$ cat src/rtl/mul_div_unit.sv
// mul_div_unit: iterative 16-bit unsigned multiply/divide side unit.
// Shift-add multiplier and restoring divider share a single FSM and counter.
// The result is written back through the register file write port with a one-cycle wb_en pulse.
// CALC first spends one cycle loading the datapath from the latched operands.
// It then runs WIDTH iterations, so done rises WIDTH+1 edges after the accept edge.
module mul_div_unit #(
    parameter int WIDTH      = 16,
    parameter int REG_ADDR_W = 2
) (
    input  logic                  clk,
    input  logic                  reset_n,
    input  logic                  start,
    input  logic [1:0]            op,
    input  logic [WIDTH-1:0]      src_a,
    input  logic [WIDTH-1:0]      src_b,
    input  logic [REG_ADDR_W-1:0] dest,
    output logic                  ready,
    output logic                  busy,
    output logic                  done,
    output logic                  wb_en,
    output logic [REG_ADDR_W-1:0] wb_reg,
    output logic [WIDTH-1:0]      wb_data
);

    typedef enum logic [1:0] {IDLE, CALC, DONE} state_t;
    typedef enum logic [1:0] {OP_MUL, OP_MULHU, OP_DIVU, OP_REMU} op_t;

    localparam int                CNT_W    = $clog2(WIDTH + 1);
    localparam logic [CNT_W-1:0]  CNT_LAST = CNT_W'(WIDTH);

    state_t                  state;
    op_t                     op_r;
    logic [WIDTH-1:0]        a_r;       // multiplicand / dividend
    logic [WIDTH-1:0]        b_r;       // multiplier / divisor
    logic [REG_ADDR_W-1:0]   dest_r;
    logic [CNT_W-1:0]        cnt;       // 0 = load cycle, 1..WIDTH = iterations
    logic [2*WIDTH-1:0]      prod;      // {partial high half, remaining multiplier bits}
    logic [WIDTH:0]          rem;       // partial remainder, one guard bit
    logic [WIDTH-1:0]        quot;      // dividend bits shift out, quotient bits shift in

    logic [WIDTH:0]          mul_sum;
    logic [2*WIDTH-1:0]      prod_next;
    logic [WIDTH:0]          div_shift;
    logic [WIDTH:0]          div_diff;
    logic                    div_fits;
    logic [WIDTH:0]          rem_next;
    logic [WIDTH-1:0]        quot_next;
    logic [WIDTH-1:0]        result_next;

    // One shift-add multiply step: add the multiplicand if the LSB is set, then shift right.
    assign mul_sum   = {1'b0, prod[2*WIDTH-1:WIDTH]} + (prod[0] ? {1'b0, a_r} : '0);
    assign prod_next = {mul_sum, prod[WIDTH-1:1]};

    // One restoring divide step; a zero divisor always "fits", giving all-ones / dividend.
    assign div_shift = {rem[WIDTH-1:0], quot[WIDTH-1]};
    assign div_diff  = div_shift - {1'b0, b_r};
    assign div_fits  = ~div_diff[WIDTH];
    assign rem_next  = div_fits ? div_diff : div_shift;
    assign quot_next = {quot[WIDTH-2:0], div_fits};

    // Select the final result from the values produced by the last iteration.
    always_comb begin
        result_next = prod_next[WIDTH-1:0];
        case (op_r)
            OP_MUL:   result_next = prod_next[WIDTH-1:0];
            OP_MULHU: result_next = prod_next[2*WIDTH-1:WIDTH];
            OP_DIVU:  result_next = quot_next;
            OP_REMU:  result_next = rem_next[WIDTH-1:0];
            default:  result_next = prod_next[WIDTH-1:0];
        endcase
    end

    // Control FSM, datapath iteration and registered handshake/write-back outputs.
    // NOTE: every register in this block uses <= so all updates see pre-edge values.
    always_ff @(posedge clk) begin
        if (!reset_n) begin
            state   <= IDLE;
            op_r    <= OP_MUL;
            a_r     <= '0;
            b_r     <= '0;
            dest_r  <= '0;
            cnt     <= '0;
            prod    <= '0;
            rem     <= '0;
            quot    <= '0;
            ready   <= 1'b1;
            busy    <= 1'b0;
            done    <= 1'b0;
            wb_en   <= 1'b0;
            wb_reg  <= '0;
            wb_data <= '0;
        end else begin
            case (state)
                IDLE: begin
                    if (start) begin
                        op_r   <= op_t'(op);
                        a_r    <= src_a;
                        b_r    <= src_b;
                        dest_r <= dest;
                        cnt    <= '0;
                        state  <= CALC;
                        ready  <= 1'b0;
                        busy   <= 1'b1;
                    end
                end
                CALC: begin
                    cnt <= cnt + 1'b1;
                    if (cnt == '0) begin
                        prod <= {{WIDTH{1'b0}}, b_r};
                        rem  <= '0;
                        quot <= a_r;
                    end else begin
                        prod <= prod_next;
                        rem  <= rem_next;
                        quot <= quot_next;
                    end
                    if (cnt == CNT_LAST) begin
                        state   <= DONE;
                        done    <= 1'b1;
                        wb_en   <= 1'b1;
                        wb_reg  <= dest_r;
                        wb_data <= result_next;
                    end
                end
                DONE: begin
                    state <= IDLE;
                    done  <= 1'b0;
                    wb_en <= 1'b0;
                    busy  <= 1'b0;
                    ready <= 1'b1;
                end
                default: begin
                    state <= IDLE;
                    done  <= 1'b0;
                    wb_en <= 1'b0;
                    busy  <= 1'b0;
                    ready <= 1'b1;
                end
            endcase
        end
    end

endmodule

$ cat config.mk
export PLATFORM = sky130hd
export DESIGN_NAME = mul_div_unit
export DESIGN_NICKNAME = d
export VERILOG_FILES = /design/src/rtl/mul_div_unit.sv
export SDC_FILE = /design/constraint.sdc
export NUM_CORES = 1
export LEC_CHECK = 0
export CAP_MARGIN = 10
export CORE_MARGIN = 3
export CORE_UTILIZATION = 40
export DETAILED_ROUTE_END_ITERATION = 16
export PLACE_DENSITY = 0.64
export SYNTH_ARGS = -nofsm -noshare
export SYNTH_HDL_FRONTEND = slang
export SYNTH_SLANG_ARGS = --single-unit
$ cat constraint.sdc
create_clock -name clk -period 3.7 [get_ports clk]
set_clock_uncertainty 0.1 [all_clocks]
set_input_delay 0.74 -clock clk [delete_from_list [all_inputs] [get_ports clk]]
set_output_delay 0.74 -clock clk [all_outputs]
set_load 0.05 [all_outputs]
==> impl_metrics.env <==
export IMPL_fmaxAchievable_mhz=301
export IMPL_fin_nets=1020
export IMPL_largest_reg_flops=32
export IMPL_synth_nets=977
export IMPL_die_w_um=139
export IMPL_fp_dieH_um=139
export IMPL_clock_root_buffer="clkbuf_16"
export IMPL_hp_class="reg -> reg"
export IMPL_grt_overflow_total=0
export IMPL_drtPass1Iterations=5
export IMPL_status="finished, final reports clean"
export IMPL_netSwitchingPower_uw=1040
export IMPL_synth_top_cell_area_share_pct=36.1
export IMPL_synth_edf_count=0
export IMPL_initial_core_util_pct=40.9
export IMPL_gp_congestion=0.872
export IMPL_seqPwrFrac_pct=38.6
export IMPL_worstSkewPairLatency_ns=0.42
export IMPL_antenna_found_initial=1
export IMPL_peakVddDrop_mv=0.344
export IMPL_viasPerCell=5.48
export IMPL_cts_tree="done"
export IMPL_cap_violations=0
export IMPL_synth_area_um2=7100
export IMPL_final_util_pct=49.3
export IMPL_leakage_uw=0.00324
export IMPL_fin_crit_sh_pct=89.9
export IMPL_worstPathArrival_ns=3.53
export IMPL_coreArea_um2=17400
export IMPL_ff2ff_path_depth=11
export IMPL_layout_common_cells="nand2_1, dfxtp_1, nor2_1"
export IMPL_required_ns=3.91
export IMPL_synth_main_ff_cell="dfxtp_1"
export IMPL_ctsHoldBuffers=0
export IMPL_clkSinkCount=128
export IMPL_grt_max_degree=68
export IMPL_io_buffer_count=60
export IMPL_syn_inst=902
export IMPL_pwr_density_cell_nw_per_um2=456
export IMPL_final_common_cell="nand2_1"
export IMPL_h_tree_depth=4
export IMPL_start_kind="register"
export IMPL_dpl_worst_slack_ns=0.398
export IMPL_fin_cells=1183
export IMPL_dpl_instance_area_um2=7920
export IMPL_grt_pass1_wl_mm=32.1
export IMPL_cts_resized=0
export IMPL_drc=0
export IMPL_cp_end_kind="register"
export IMPL_yosysTopAreaCell="dfxtp_1"
export IMPL_top_register="prod"
export IMPL_async_flop_share_pct=0
export IMPL_die_area_um2=19400
export IMPL_final_antenna_net_count=0
export IMPL_grt_pass1_vias=6137
export IMPL_power_frac_clock_pct=47.1
export IMPL_drtIter0Drc=517
export IMPL_period_needed_ns=3.33
export IMPL_clk_pin_slew_ns=0.06
export IMPL_holdPathStages=2
export IMPL_p_comb_share_pct=14.3
export IMPL_synth_area_leaders="dfxtp_1, nand2_1, ha_1, nor2_1, a311oi_1"
export IMPL_slowest_delay_ns=0.46
export IMPL_worst_pin_slew_ns=0.926
export IMPL_post_drt_wl_per_cell_um=16.6
export IMPL_synth_distinct_cells=57
export IMPL_switching_share_pct=26.6
export IMPL_rows=48
export IMPL_grtUsageTotal_pct=20.5
export IMPL_setup_worst_path_class="reg -> reg"
export IMPL_postCtsSetupRepairBufs=0
export IMPL_antenna_cells=0
export IMPL_setup_slack_ns=0.373
export IMPL_hold_violations=0
export IMPL_avgSynthCellArea_um2=7.87
export IMPL_setup_viol=0
export IMPL_slew_violations=0
export IMPL_io_pins=61
export IMPL_cp_slowest_cell="dfxtp_1"
export IMPL_area_delta_synth_final_pct=20.7
export IMPL_ys_seq_elements=128
export IMPL_stdcell_area_um2=8560
export IMPL_ctsLongestPathBuffers=2
export IMPL_dp_hpwl_mm=14.1
export IMPL_cts_made_buffers=17
export IMPL_ys_warn_count=0
export IMPL_wirelength_mm=19.6
export IMPL_ys_seq_area_share_pct=36.1
export IMPL_p_int_uw=2870
export IMPL_setup_tns_ns=0
export IMPL_place_inst=1151
export IMPL_rsz0062_at_grt="false"
export IMPL_drive_above_1_share_pct=6.58
export IMPL_num_vias=6488
export IMPL_cp_max_fo=17
export IMPL_max_slew_margin_pct=38.0
export IMPL_path_cells="and2_1, ha_1, fa_1, a211oi_1, o21ai_0, o211ai_1, a21oi_1, a31oi_1, xnor2_1, mux4_2, a22o_1"
critical path: cells and delay by family (launching register included):
kind | cells | cell delay, ns
multiplexers | 1 | 0.45
AND/OR/NAND/NOR | 1 | 0.24
AO/OA/AOI/OAI | 6 | 1.21
adder cells (fa/ha/maj) | 2 | 0.63
XOR/XNOR | 1 | 0.11
flip-flops | 1 | 0.46
power by group through the flow:
stage          logic (uW)  registers, uW  clock network (uW)
2_1_floorplan         399           1510                   0
3_3_place_gp          555           1540                   0
3_5_place_dp          558           1540                   0
4_1_cts               561           1510                1860
5_1_grt               624           1520                1930
6_report              559           1510                1840
per-layer routing:
| metal | vias up | track usage [%] | wire length, um |
|---|---|---|---|
| li1 | 3259 | - | - |
| met1 | 3021 | 28.0 | 9250 |
| met2 | 175 | 32.2 | 8980 |
| met3 | 33 | 4.17 | 975 |
| met4 | 0 | 7.21 | 439 |
| met5 | - | 0 | 0 |
cells in the mapped netlist (12+ instances only):
cell type and count:
nand2_1 198, dfxtp_1 128, nor2_1 92, a21oi_1 48, clkbuf_1 46, o21ai_0 40
a311oi_1 36, ha_1 34, a21boi_0 31, inv_1 27, and2_1 22, mux2i_1 17
nor3_1 17, a21o_1 13, nand3_1 12, xnor2_1 12
area by class of cell:
class | count | area (um2)
Clock inverter | 13 | 211
Fill cell | 1676 | 8790
Inverter | 28 | 105
Multi-Input combinational cell | 695 | 4240
Timing Repair Buffer | 75 | 726
Tap cell | 225 | 282
Sequential cell | 128 | 2560
Clock buffer | 19 | 433
cell families (layout without fill, tap and decap cells):
kind of cell,count (synthesis),count (layout),share of synthesized area (%)
AND/OR/NAND/NOR,368,368,21.8
multiplexers,22,22,3.77
flip-flops,128,128,36.1
buffers and inverters,79,135,4.25
adder cells (fa/ha/maj),36,36,6.56
XOR/XNOR,24,24,3.23
AO/OA/AOI/OAI,245,245,24.2
through the flow:
| step | hold WS (ns) | power [uW] |
|---|---|---|
| after floorplan | 0.332 | 1910 |
| after CTS | 0.345 | 3930 |
| after global routing | 0.372 | 4070 |
| after global placement | 0.329 | 2090 |
| final | 0.340 | 3910 |
| after detailed placement | 0.338 | 2090 |
worst paths after layout:
path / to / slack [ns] / from
worst min register to register: wb_data[13] / 0.34 / wb_data[13]
worst max register to register: wb_data[9] / 0.37 / prod[0]
worst max-delay path: wb_data[9] / 0.37 / prod[0]
worst min-delay path: wb_data[13] / 0.34 / wb_data[13]
No activity file was read; power rests on OpenSTA's default activity.
